===== src/rtl/alu_pkg.sv =====
// Shared types and constants for the ALU dispatch unit.
package alu_pkg;

   // Dispatcher control states
   typedef enum logic [1:0] {
      IDLE = 2'd0,
      EXEC = 2'd1,
      DONE = 2'd2
   } state_e;

   // Unit indices as selected by the upper ALU_FUN bits
   localparam logic [1:0] ARITH = 2'd0;
   localparam logic [1:0] LOGIC = 2'd1;
   localparam logic [1:0] CMP   = 2'd2;
   localparam logic [1:0] SHIFT = 2'd3;

   // Default unit masks: only the arithmetic unit is multi-cycle, all units present
   localparam logic [3:0] DEF_MC_MASK   = 4'b0001;
   localparam logic [3:0] DEF_IMPL_MASK = 4'b1111;

endpackage


===== src/rtl/alu_onehot_dec.sv =====
// Unit-select to one-hot decoder; selects of absent units decode to all-zero.
module alu_onehot_dec #(
   parameter int                        SEL_W     = 2,
   localparam int                       NUM_UNITS = 2**SEL_W,
   parameter logic [NUM_UNITS-1:0]      IMPL_MASK = {NUM_UNITS{1'b1}}
) (
   input  logic [SEL_W-1:0]     sel_i,
   output logic [NUM_UNITS-1:0] oh_o
);

   // One-hot decode, suppressed for unimplemented units
   always_comb begin
      oh_o = '0;
      if (IMPL_MASK[sel_i]) begin
         oh_o = NUM_UNITS'(1) << sel_i;
      end else begin
         oh_o = '0;
      end
   end

endmodule


===== src/rtl/alu_dispatch_unit.sv =====
// Handshaked ALU dispatcher: decodes an accepted op into a registered one-hot
// unit enable held for the unit latency, then strobes RES_VALID. Ops aimed at
// absent units produce a one-cycle ERR strobe instead.
module alu_dispatch_unit
   import alu_pkg::*;
#(
   parameter int                    FUN_W     = 4,
   parameter int                    SEL_W     = 2,
   localparam int                   NUM_UNITS = 2**SEL_W,
   parameter logic [NUM_UNITS-1:0]  MC_MASK   = DEF_MC_MASK,
   parameter int                    MC_LAT    = 3,
   parameter logic [NUM_UNITS-1:0]  IMPL_MASK = DEF_IMPL_MASK
) (
   input  logic                     CLK,
   input  logic                     RST,
   input  logic                     CLR,
   input  logic                     OP_VALID,
   output logic                     OP_READY,
   input  logic [FUN_W-1:0]         ALU_FUN,
   output logic [NUM_UNITS-1:0]     EN_OH,
   output logic [FUN_W-SEL_W-1:0]   OP_CODE,
   output logic                     RES_VALID,
   output logic                     ERR,
   output logic                     BUSY
);

   localparam int                OPC_W   = FUN_W - SEL_W;
   localparam int                CNT_W   = $clog2(MC_LAT + 1);
   // Counter preload for multi-cycle units; single-cycle units preload zero
   localparam logic [CNT_W-1:0]  MC_LOAD = CNT_W'(MC_LAT - 1);

   state_e                 state_q, state_d;
   logic [NUM_UNITS-1:0]   en_oh_q, en_oh_d;
   logic [OPC_W-1:0]       op_code_q, op_code_d;
   logic                   res_valid_q, res_valid_d;
   logic                   err_q, err_d;
   logic [CNT_W-1:0]       cnt_q, cnt_d;

   logic [SEL_W-1:0]       sel_s;
   logic [NUM_UNITS-1:0]   dec_oh_s;
   logic                   impl_s;
   logic                   mc_s;
   logic                   accept_s;
   logic                   cnt_zero_s;
   logic                   ready_s;
   logic                   busy_s;

   assign sel_s      = ALU_FUN[FUN_W-1 -: SEL_W];
   assign impl_s     = |dec_oh_s;
   assign mc_s       = MC_MASK[sel_s];
   assign cnt_zero_s = (cnt_q == '0);
   assign accept_s   = OP_VALID && ready_s && !CLR;

   alu_onehot_dec #(
      .SEL_W     (SEL_W),
      .IMPL_MASK (IMPL_MASK)
   ) u_dec (
      .sel_i (sel_s),
      .oh_o  (dec_oh_s)
   );

   // State register
   always_ff @(posedge CLK or negedge RST) begin
      if (!RST) begin
         state_q <= IDLE;
      end else begin
         state_q <= state_d;
      end
   end

   // Next-state: CLR aborts to IDLE; DONE may chain straight into a new EXEC
   always_comb begin
      state_d = state_q;
      if (CLR) begin
         state_d = IDLE;
      end else begin
         case (state_q)
            IDLE, DONE: begin
               if (accept_s && impl_s) begin
                  state_d = EXEC;
               end else begin
                  state_d = IDLE;
               end
            end
            EXEC: begin
               if (cnt_zero_s) begin
                  state_d = DONE;
               end else begin
                  state_d = EXEC;
               end
            end
            default: state_d = IDLE;
         endcase
      end
   end

   // Handshake/status outputs decoded purely from the state register
   always_comb begin
      ready_s = 1'b1;
      busy_s  = 1'b0;
      case (state_q)
         IDLE: begin
            ready_s = 1'b1;
            busy_s  = 1'b0;
         end
         EXEC: begin
            ready_s = 1'b0;
            busy_s  = 1'b1;
         end
         DONE: begin
            ready_s = 1'b1;
            busy_s  = 1'b0;
         end
         default: begin
            ready_s = 1'b1;
            busy_s  = 1'b0;
         end
      endcase
   end

   // Next values of the registered outputs and the latency counter
   always_comb begin
      en_oh_d     = '0;
      op_code_d   = op_code_q;
      res_valid_d = 1'b0;
      err_d       = 1'b0;
      cnt_d       = '0;
      if (CLR) begin
         en_oh_d = '0;
      end else if (accept_s) begin
         op_code_d = ALU_FUN[OPC_W-1:0];
         if (impl_s) begin
            en_oh_d = dec_oh_s;
            cnt_d   = mc_s ? MC_LOAD : '0;
         end else begin
            err_d = 1'b1;
         end
      end else if (state_q == EXEC) begin
         if (cnt_zero_s) begin
            res_valid_d = 1'b1;
         end else begin
            en_oh_d = en_oh_q;
            cnt_d   = cnt_q - CNT_W'(1);
         end
      end else begin
         en_oh_d = '0;
      end
   end

   // Output and counter registers
   always_ff @(posedge CLK or negedge RST) begin
      if (!RST) begin
         en_oh_q     <= '0;
         op_code_q   <= '0;
         res_valid_q <= 1'b0;
         err_q       <= 1'b0;
         cnt_q       <= '0;
      end else begin
         en_oh_q     <= en_oh_d;
         op_code_q   <= op_code_d;
         res_valid_q <= res_valid_d;
         err_q       <= err_d;
         cnt_q       <= cnt_d;
      end
   end

   assign EN_OH     = en_oh_q;
   assign OP_CODE   = op_code_q;
   assign RES_VALID = res_valid_q;
   assign ERR       = err_q;
   assign OP_READY  = ready_s;
   assign BUSY      = busy_s;

endmodule


===== config.mk =====
export PLATFORM = sky130hd
export DESIGN_NAME = alu_dispatch_unit
export DESIGN_NICKNAME = d
export VERILOG_FILES = /design/src/rtl/alu_pkg.sv /design/src/rtl/alu_onehot_dec.sv /design/src/rtl/alu_dispatch_unit.sv
export SDC_FILE = /design/constraint.sdc
export NUM_CORES = 1
export LEC_CHECK = 0
export BUFFER_PORTS_ARGS = -buffer_cell sky130_fd_sc_hd__buf_2
export CORE_AREA = 4 4 41 43
export DETAILED_ROUTE_END_ITERATION = 16
export DIE_AREA = 0 0 45 47
export MAX_ROUTING_LAYER = met4
export PLACE_DENSITY = 0.62
export SLEW_MARGIN = 20
export SYNTH_ARGS = -nofsm -noshare
export SYNTH_HDL_FRONTEND = slang
export SYNTH_SLANG_ARGS = --single-unit

===== constraint.sdc =====
create_clock -name CLK -period 1.1 [get_ports CLK]
set_input_delay 0.11 -clock CLK [delete_from_list [all_inputs] [get_ports CLK]]
set_output_delay 0.11 -clock CLK [all_outputs]
set_load 0.02 [all_outputs]

==> flow_metrics.tcl, run 1 <==
set metrics [dict create \
    antenna_found_initial 0 \
    synth_seq_area_share 0.637 \
    hold_violations 0 \
    cts_tree "built" \
    yosys_warnings 0 \
    synthCells 35 \
    grt_pass1_wl_mm 1.65 \
    cp.arrival_ns 1.17 \
    crit_path_cell_trace "and2b_2, buf_6, inv_2, buf_6" \
    die_h_um 47 \
    synth_area_per_cell_um2 13.5 \
    rsz0062_at_grt "yes" \
    grt_max_degree 13 \
    highest_layer "met4" \
    track_usage 0.119 \
    violations "negative setup slack" \
    leakagePower_nw 0.351 \
    fin_nets 71 \
    vias_per_cell 4.66 \
    wl_met3_um 62 \
    port_buffers 17 \
    h-tree-depth 1 \
    ant_nets 0 \
    power_mw 0.909 \
    routed_wl_um 922 \
    drt-pass1-iter-count 4 \
    path_clk_slew_ns 0.08 \
    max_freq_ghz 0.782 \
    wl_per_cell_um 12.1 \
    start_util 0.362 \
    drcViolationCount 0 \
    endpoint_kind "output port" \
    hold_path_class "input port to flop" \
    max_stage_delay_ns 0.39 \
    netlist_area_um2 472 \
    slew_viol_final 0 \
    critPathMostFrequentCell "buf_6" \
    fp-row-count 13 \
    peakVddDrop_mv 0.619 \
    timing.final.crit_share 1.16 \
    grt.overflow.total 0 \
    syn_to_final_growth_pct 44.6 \
    clock_skew_ns 0.0111 \
    dpl.cell_count 70 \
    die_x_um 45 \
    cts_buffer_depth 2 \
    critPathMaxFanout 3 \
    fp.dieArea_mm2 0.00212 \
    max-cap-violations 0 \
    clk_latency_ns 0.27 \
    dp_hpwl_um 692 \
    layout_setup_ws_ns -0.179 \
    final-setup-viol-count 12 \
    dpl_worst_slack_ns -0.101 \
    critPathKind "flop to output port" \
    wl_met2_um 382 \
    final_common_cell "buf_2" \
    syn-num-nets 43 \
    yosysUniqueCellTypes 18 \
    slowest_stage "dfrtp_1" \
    fp.coreArea_mm2 0.00130 \
    gp_congestion 0.726 \
    clock_sinks 12 \
    worstPathRequired_ns 0.99 \
    grt_pass1_vias 405 \
    synth-seq-cells 12 \
    status "finished with violations" \
    numCtsBuffers 3 \
    min_period_ns 1.28 \
    dr_total_vias 354 \
    drtIter0Drc 5 \
    drive_above_1_share 0.590 \
    pwr_density_cell_mw_per_mm2 1330 \
    tns_ns -1.29 \
    drt-met1-wl_um 443 \
    ios 18 \
    critPathLaunchType "flop" \
    antennaDiodeCount 0 \
    layoutNonFillerInstCount 76 \
    final_cell_mix "15 x buf_2, 12 x dfrtp_1, 5 x buf_4" \
    clk_root_buffer_cell "clkbuf_4" \
]
[report_power, final]
group / internal, mW / total [mW] / switching, mW
Sequential: 0.466 / 0.477 / 0.0111
Clock: 0.127 / 0.267 / 0.141
Combinational: 0.0782 / 0.164 / 0.0859
Total: 0.671 / 0.909 / 0.238
[per-layer routing]
metal,GRT usage,vias to the layer above
met1,0.138,160
li1,-,174
met3,0.0230,5
met4,0.0877,0
met5,-,-
met2,0.181,15
[state kept, by name (all words and copies together) (netlist names)]
register and flops:
ERR 1, state_q 2, OP_CODE 2, cnt_q 2, RES_VALID 1, EN_OH 4
[stage by stage]
step / utilization / cell area, um^2 / hold slack [ns]
2_1_floorplan: - / 484 / -0.186
3_3_place_gp: 0.466 / 607 / -0.00283
3_5_place_dp: 0.466 / 607 / 0.000524
4_1_cts: 0.524 / 682 / 0.0739
5_1_grt: 0.524 / 682 / 0.0766
6_report: 0.524 / 682 / 0.0825
[area by class of cell]
type / instances / area (um^2)
clock buffers: 3 / 22.5
fillers: 130 / 619
inverters: 2 / 7.51
multi-input cells: 20 / 176
flip-flops and latches: 12 / 300
well taps: 15 / 18.8
repair buffers: 24 / 156
[cell families (layout without fill, tap and decap cells)]
family,after synthesis,after routing,share of synthesized area
DFF,12,12,0.637
and+or+nand+nor,11,11,0.151
AOI/OAI and AO/OA,6,6,0.117
buffers and inverters,3,29,0.0398
muxes,2,2,0.0477
other,1,1,0.00795
[what timing repair did]
item                                    in CTS  in global routing
endpoints found under the setup margin      11                 13
pin swaps                                    0                  0
setup buffers                                2                  0
gates resized for setup                      8                  0
endpoints found under the hold margin       12                  0
cloned                                       0                  0
hold buffers                                 1                  0
[worst paths after layout]
| path | start | endpoint | slack [ns] | depth (start not counted) |
|---|---|---|---|---|
| max in group asynchronous | RST | OP_CODE[1] | 0.64 | 2 |
| setup reg to reg | state_q[0] | EN_OH[1] | -0.14 | 3 |
| setup / recovery | state_q[0] | OP_READY | -0.18 | 4 |
| min in group asynchronous | RST | ERR | 0.24 | 2 |
| hold / removal | ALU_FUN[0] | OP_CODE[0] | 0.08 | 2 |
| hold reg to reg | EN_OH[3] | EN_OH[3] | 0.49 | 1 |
[synthesized netlist by cell type]
cell type  count  share of area
dfrtp_1       12           0.64
conb_1         1         0.0079
nand2_1        1         0.0079
nor3_1         3          0.032
inv_1          2          0.016
nand2b_1       1          0.013
o22ai_1        1          0.013
buf_6          1          0.024
a32o_1         2          0.042
and2b_2        1          0.019
nor3b_1        1          0.016
mux2_2         2          0.048
nor2_2         1          0.013
or3b_1         1          0.019
nor2_1         1         0.0079
a22o_2         2          0.042
nor2_4         1          0.024
o2bb2ai_1      1          0.019
[worst max-delay path: cells and delay by family, from the launching register on]
family / cells / cell delay, ns
flip-flops: 1 / 0.39
buffers and inverters: 3 / 0.26
AND/OR/NAND/NOR: 1 / 0.23
Power figures use the tool's default switching activity.
==> inputs of run 2 (changes only) <==
PLACE_DENSITY = not set   (was 0.62)
clock period = 1.6 ns   (was 1.1 ns; I/O delays follow)
==> run 2 against run 1 <==
Count of clock-buffer cells in the layout up 1. Critical endpoint is now OP_CODE[1]. Worst hold slack better by 0.043 ns. First-iteration DRC count down 20%. Largest power group unchanged. Total power down 28%. Routed wire length down 7.6%. Cell count down 6.6%. The flow now finishes without violations. Non-clock buffer count down 6. Combinational power down 48%. Register-to-register slack better by 0.46 ns. Clock power down 12%.
==> flow_metrics.tcl, run 2 (synthesis gave the netlist of run 1 again) <==
set metrics [dict create \
    status "finished, final reports clean" \
    internal-power_mw 0.493 \
    peakVddDrop_mv 0.529 \
    cts_buffer_depth 2 \
    multiInputGateArea_um2 153 \
    grt_max_degree 13 \
    antennaDiodeCount 0 \
    postCtsSetupRepairBufs 0 \
    drt-pass1-iter-count 4 \
    tns_ns 0 \
    die_x_um 45 \
    fp.dieArea_mm2 0.00212 \
    start_util 0.362 \
    grt_pass1_wl_mm 1.46 \
    final_cell_mix "17 x buf_2, 12 x dfrtp_1, 3 x nor3_1, 3 x clkbuf_4" \
    routed_wl_um 852 \
    wl_per_cell_um 12.0 \
    clk_root_buffer_cell "clkbuf_4" \
    vias_per_cell 4.77 \
    num-fill-cells 139 \
    max_freq_ghz 0.780 \
    grt_pass1_vias 338 \
    dr_total_vias 339 \
    max_stage_delay_ns 0.39 \
    fp-row-count 13 \
    timing.final.crit_share 0.801 \
    fin_nets 65 \
    layout_setup_ws_ns 0.318 \
    clock_skew_ns 0.000579 \
    slowest_stage "dfrtp_1" \
    switching_share 0.241 \
    die_h_um 47 \
    numCtsBuffers 3 \
    pwr-share-comb 0.133 \
    pwr_density_cell_mw_per_mm2 1060 \
    dpl_worst_slack_ns 0.321 \
    hold_path_class "input port to flop" \
    slew_viol_final 0 \
    clk_latency_ns 0.26 \
    final_common_cell "buf_2" \
    endpoint_kind "flop" \
    port_buffers 17 \
    dp_hpwl_um 669 \
    h-tree-depth 1 \
    clock_sinks 12 \
    grt.overflow.total 0 \
    min_period_ns 1.28 \
    track_usage 0.103 \
    ant_nets 0 \
    crit_path_cell_trace "and2b_2, nor2_2, mux2_2" \
    critPathMaxFanout 4 \
    syn_to_final_growth_pct 29.4 \
    gp_congestion 0.664 \
    crit_family "simple AND/OR/NAND/NOR gates" \
    hold_violations 0 \
    critPathKind "flop to flop" \
    cp.arrival_ns 1.44 \
    leakagePower_nw 0.311 \
    ios 18 \
    drtIter0Drc 4 \
    drive_above_1_share 0.500 \
    switchingPower_mw 0.156 \
    register_area_um2 300 \
    worstPathRequired_ns 1.76 \
    worst-path-buf-inv 0 \
    critPathLaunchType "flop" \
    max-cap-violations 0 \
    rsz0062_at_grt "no" \
    drcViolationCount 0 \
    path_clk_slew_ns 0.07 \
    antenna_found_initial 0 \
    power_frac_clock 0.362 \
    final-setup-viol-count 0 \
    cts_tree "built" \
    largest_reg_flops 4 \
    pwr-share-seq 0.505 \
    fp.coreArea_mm2 0.00130 \
]
==> run 2: power by group through the flow <==
stage          registers (mW)  clock network (mW)  logic [mW]
2_1_floorplan           0.352                   0      0.0329
3_3_place_gp            0.334                   0      0.0853
3_5_place_dp            0.334                   0      0.0856
4_1_cts                 0.328               0.246      0.0874
5_1_grt                 0.331               0.259      0.0947
6_report                0.328               0.235      0.0861
==> run 2: final timing paths <==
path                              end  cells past startpoint  startpoint  slack (ns)
max reg2reg                OP_CODE[1]                      3  state_q[0]        0.32
max in group asynchronous    EN_OH[0]                      2         RST        1.09
min                        OP_CODE[1]                      2  ALU_FUN[1]        0.13
min in group asynchronous         ERR                      2         RST        0.31
max                        OP_CODE[1]                      3  state_q[0]        0.32
min reg2reg                state_q[0]                      1  state_q[0]        0.48
==> run 2: metrics by stage <==
step | hold slack, ns | utilization | cells | total power [mW] | cell area (um^2)
after floorplan | -0.136 | - | 35 | 0.385 | 472
after global placement | 0.0496 | 0.434 | 66 | 0.420 | 564
after detailed placement | 0.0474 | 0.434 | 66 | 0.420 | 564
after CTS | 0.114 | 0.469 | 71 | 0.662 | 611
after global routing | 0.111 | 0.469 | 71 | 0.684 | 611
final | 0.125 | 0.469 | 71 | 0.650 | 611
==> run 2: final cells by class <==
| type | count | area share |
|---|---|---|
| timing repair buffer | 18 | 0.156 |
| sequential | 12 | 0.492 |
| clock buffer | 4 | 0.0594 |
| inverter | 2 | 0.0123 |
| multi-input combinational | 20 | 0.250 |
| tap | 15 | 0.0307 |
==> run 2: timing repair <==
| item | 4_1_cts | 5_1_grt |
|---|---|---|
| hold buffers | 1 | 0 |
| hold endpoints to repair | 12 | 0 |
| resized for setup | 0 | 0 |
==> run 2: worst reg2reg max path: cells and delay by family (launching register included) <==
kind / cells / cell delay, ns
AND/OR/NAND/NOR: 2 / 0.43
flip-flops: 1 / 0.39
multiplexers: 1 / 0.35
==> run 2: routing by layer <==
metal	GRT usage	vias up	share of wire
met5	-	-	0
met4	0.0526	0	0
met3	0.0421	0	0.11
met2	0.155	18	0.45
met1	0.116	154	0.44
li1	-	167	-
==> inputs of run 3 (changes only) <==
clock period = 1.2 ns   (was 1.6 ns; I/O delays follow)
==> run 3 against run 2 <==
The run now ends with negative setup slack left. Critical path depth stayed put. Routed wire length is 1.2% higher. Combinational power is 63% higher. Sequential share of layout area is 4.0 points lower. Design area is 8.8% higher. Clock power is 31% higher. Total power is 36% higher. Utilization is 4.1 points higher. Non-clock buffer count is 3 higher. Largest cell class unchanged.
==> flow_metrics.tcl, run 3 (synthesis gave the netlist of run 1 again) <==
set metrics [dict create \
    status "finished with violations" \
    violations "negative setup slack" \
    ant_nets 0 \
    cts_buffer_depth 2 \
    critPathMaxFanout 4 \
    clk_root_buffer_cell "clkbuf_4" \
    antennaDiodeCount 0 \
    timing.final.crit_share 1.01 \
    worstPathRequired_ns 1.08 \
    drive_above_1_share 0.559 \
    final_cell_mix "15 x buf_2, 12 x dfrtp_1, 3 x nor3_1, 3 x clkbuf_4, 3 x buf_6" \
    largest_reg_flops 4 \
    vias_per_cell 4.80 \
    rsz0062_at_grt "yes" \
    whs_ns 0.0824 \
    cp.arrival_ns 1.09 \
    routed_wl_um 862 \
    final_common_cell "buf_2" \
    worst_hold_startpoint "ALU_FUN[0]" \
    grt.overflow.total 0 \
    min_period_ns 1.21 \
    pwr_density_cell_mw_per_mm2 1330 \
    start_util 0.362 \
    numCtsBuffers 3 \
    drtIter0Drc 3 \
    crit_start "state_q[1]" \
    clk_latency_ns 0.26 \
    syn_to_final_growth_pct 40.8 \
    port_buffers 17 \
    gp_congestion 0.661 \
    h-tree-depth 1 \
    power_mw 0.886 \
    dpl_worst_slack_ns -0.0205 \
    die_h_um 47 \
    hold_path_class "input port to flop" \
    drcViolationCount 0 \
    path_clk_slew_ns 0.07 \
    grt_max_degree 13 \
    fp-row-count 13 \
    clock_skew_ns 0.00199 \
    peakVddDrop_mv 0.763 \
    dp_hpwl_um 691 \
    clock_sinks 12 \
    leakagePower_nw 0.341 \
    multiInputGateArea_um2 168 \
    register_area_um2 300 \
    grt_pass1_wl_mm 1.41 \
    fp.coreArea_mm2 0.00130 \
    track_usage 0.0970 \
    layout_setup_ws_ns -0.0134 \
    wl_per_cell_um 11.6 \
    ios 18 \
    max_freq_ghz 0.824 \
    critPathLaunchType "flop" \
    fp.dieArea_mm2 0.00212 \
    critPathKind "flop to output port" \
    grt_pass1_vias 358 \
    cts_tree "built" \
    drt-pass1-iter-count 3 \
    max-cap-violations 0 \
    fin_nets 68 \
    antenna_found_initial 0 \
    endpoint_kind "output port" \
    hold_violations 0 \
    num-fill-cells 130 \
    final-setup-viol-count 2 \
    slew_viol_final 0 \
    die_x_um 45 \
    r2r_start "state_q[0]" \
    dr_total_vias 355 \
]
==> run 3: cell types whose count changed in the layout (fill, tap and decap cells not counted), sizes merged <==
cell,before,now
buf,17,20
==> run 3: report_power, final <==
| group | switching (mW) | internal, mW |
|---|---|---|
| registers | 0.0112 | 0.427 |
| logic | 0.0738 | 0.0660 |
| clock network | 0.124 | 0.184 |
==> run 3: worst max-delay path: stages, from the launching register on <==
cell	delay (ns)
dfrtp_1	0.38
and2b_2	0.29
inv_2	0.05
buf_6	0.12
==> run 3: metal layers <==
metal  wire length (um)  part of all wire  global-route usage
met1                379              0.44               0.110
met2                387              0.45               0.147
met3                 95              0.11              0.0498
met4                  0                 0              0.0351
met5                  0                 0                   -
==> run 3: area by class of cell <==
cell class,instances,share of cell area
sequential,12,0.452
multi-input combinational,20,0.252
timing repair buffer,21,0.202
clock buffer,4,0.0546
tap,15,0.0282
inverter,2,0.0113
==> run 3: path summary, 6_finish.rpt <==
kind,cells after the start,slack [ns],to
worst min-delay path,2,0.08,OP_CODE[0]
min in group asynchronous,2,0.25,OP_CODE[0]
worst min register to register,1,0.48,state_q[0]
max in group asynchronous,2,0.74,state_q[0]
worst max register to register,3,0,OP_CODE[1]
worst max-delay path,3,-0.01,OP_READY
==> run 3: what timing repair did <==
| item | 4_1_cts | 5_1_grt |
|---|---|---|
| setup endpoints to repair | 8 | 9 |
| resized for setup | 8 | 1 |
| pin swaps | 1 | 0 |
| buffers inserted | 1 | 0 |
| hold buffers | 1 | 0 |
| hold endpoints to repair | 12 | 0 |
==> run 3: metrics by stage <==
| stage | setup TNS, ns | cells | cell area, um^2 | util |
|---|---|---|---|---|
| 6_report | -0.0158 | 74 | 664 | 0.511 |
| 5_1_grt | -0.265 | 74 | 664 | 0.511 |
| 4_1_cts | -0.0587 | 74 | 661 | 0.508 |
| 3_5_place_dp | -0.0442 | 68 | 584 | 0.449 |
| 3_3_place_gp | -0.00822 | 68 | 584 | 0.449 |
| 2_1_floorplan | 0 | 35 | 477 | - |
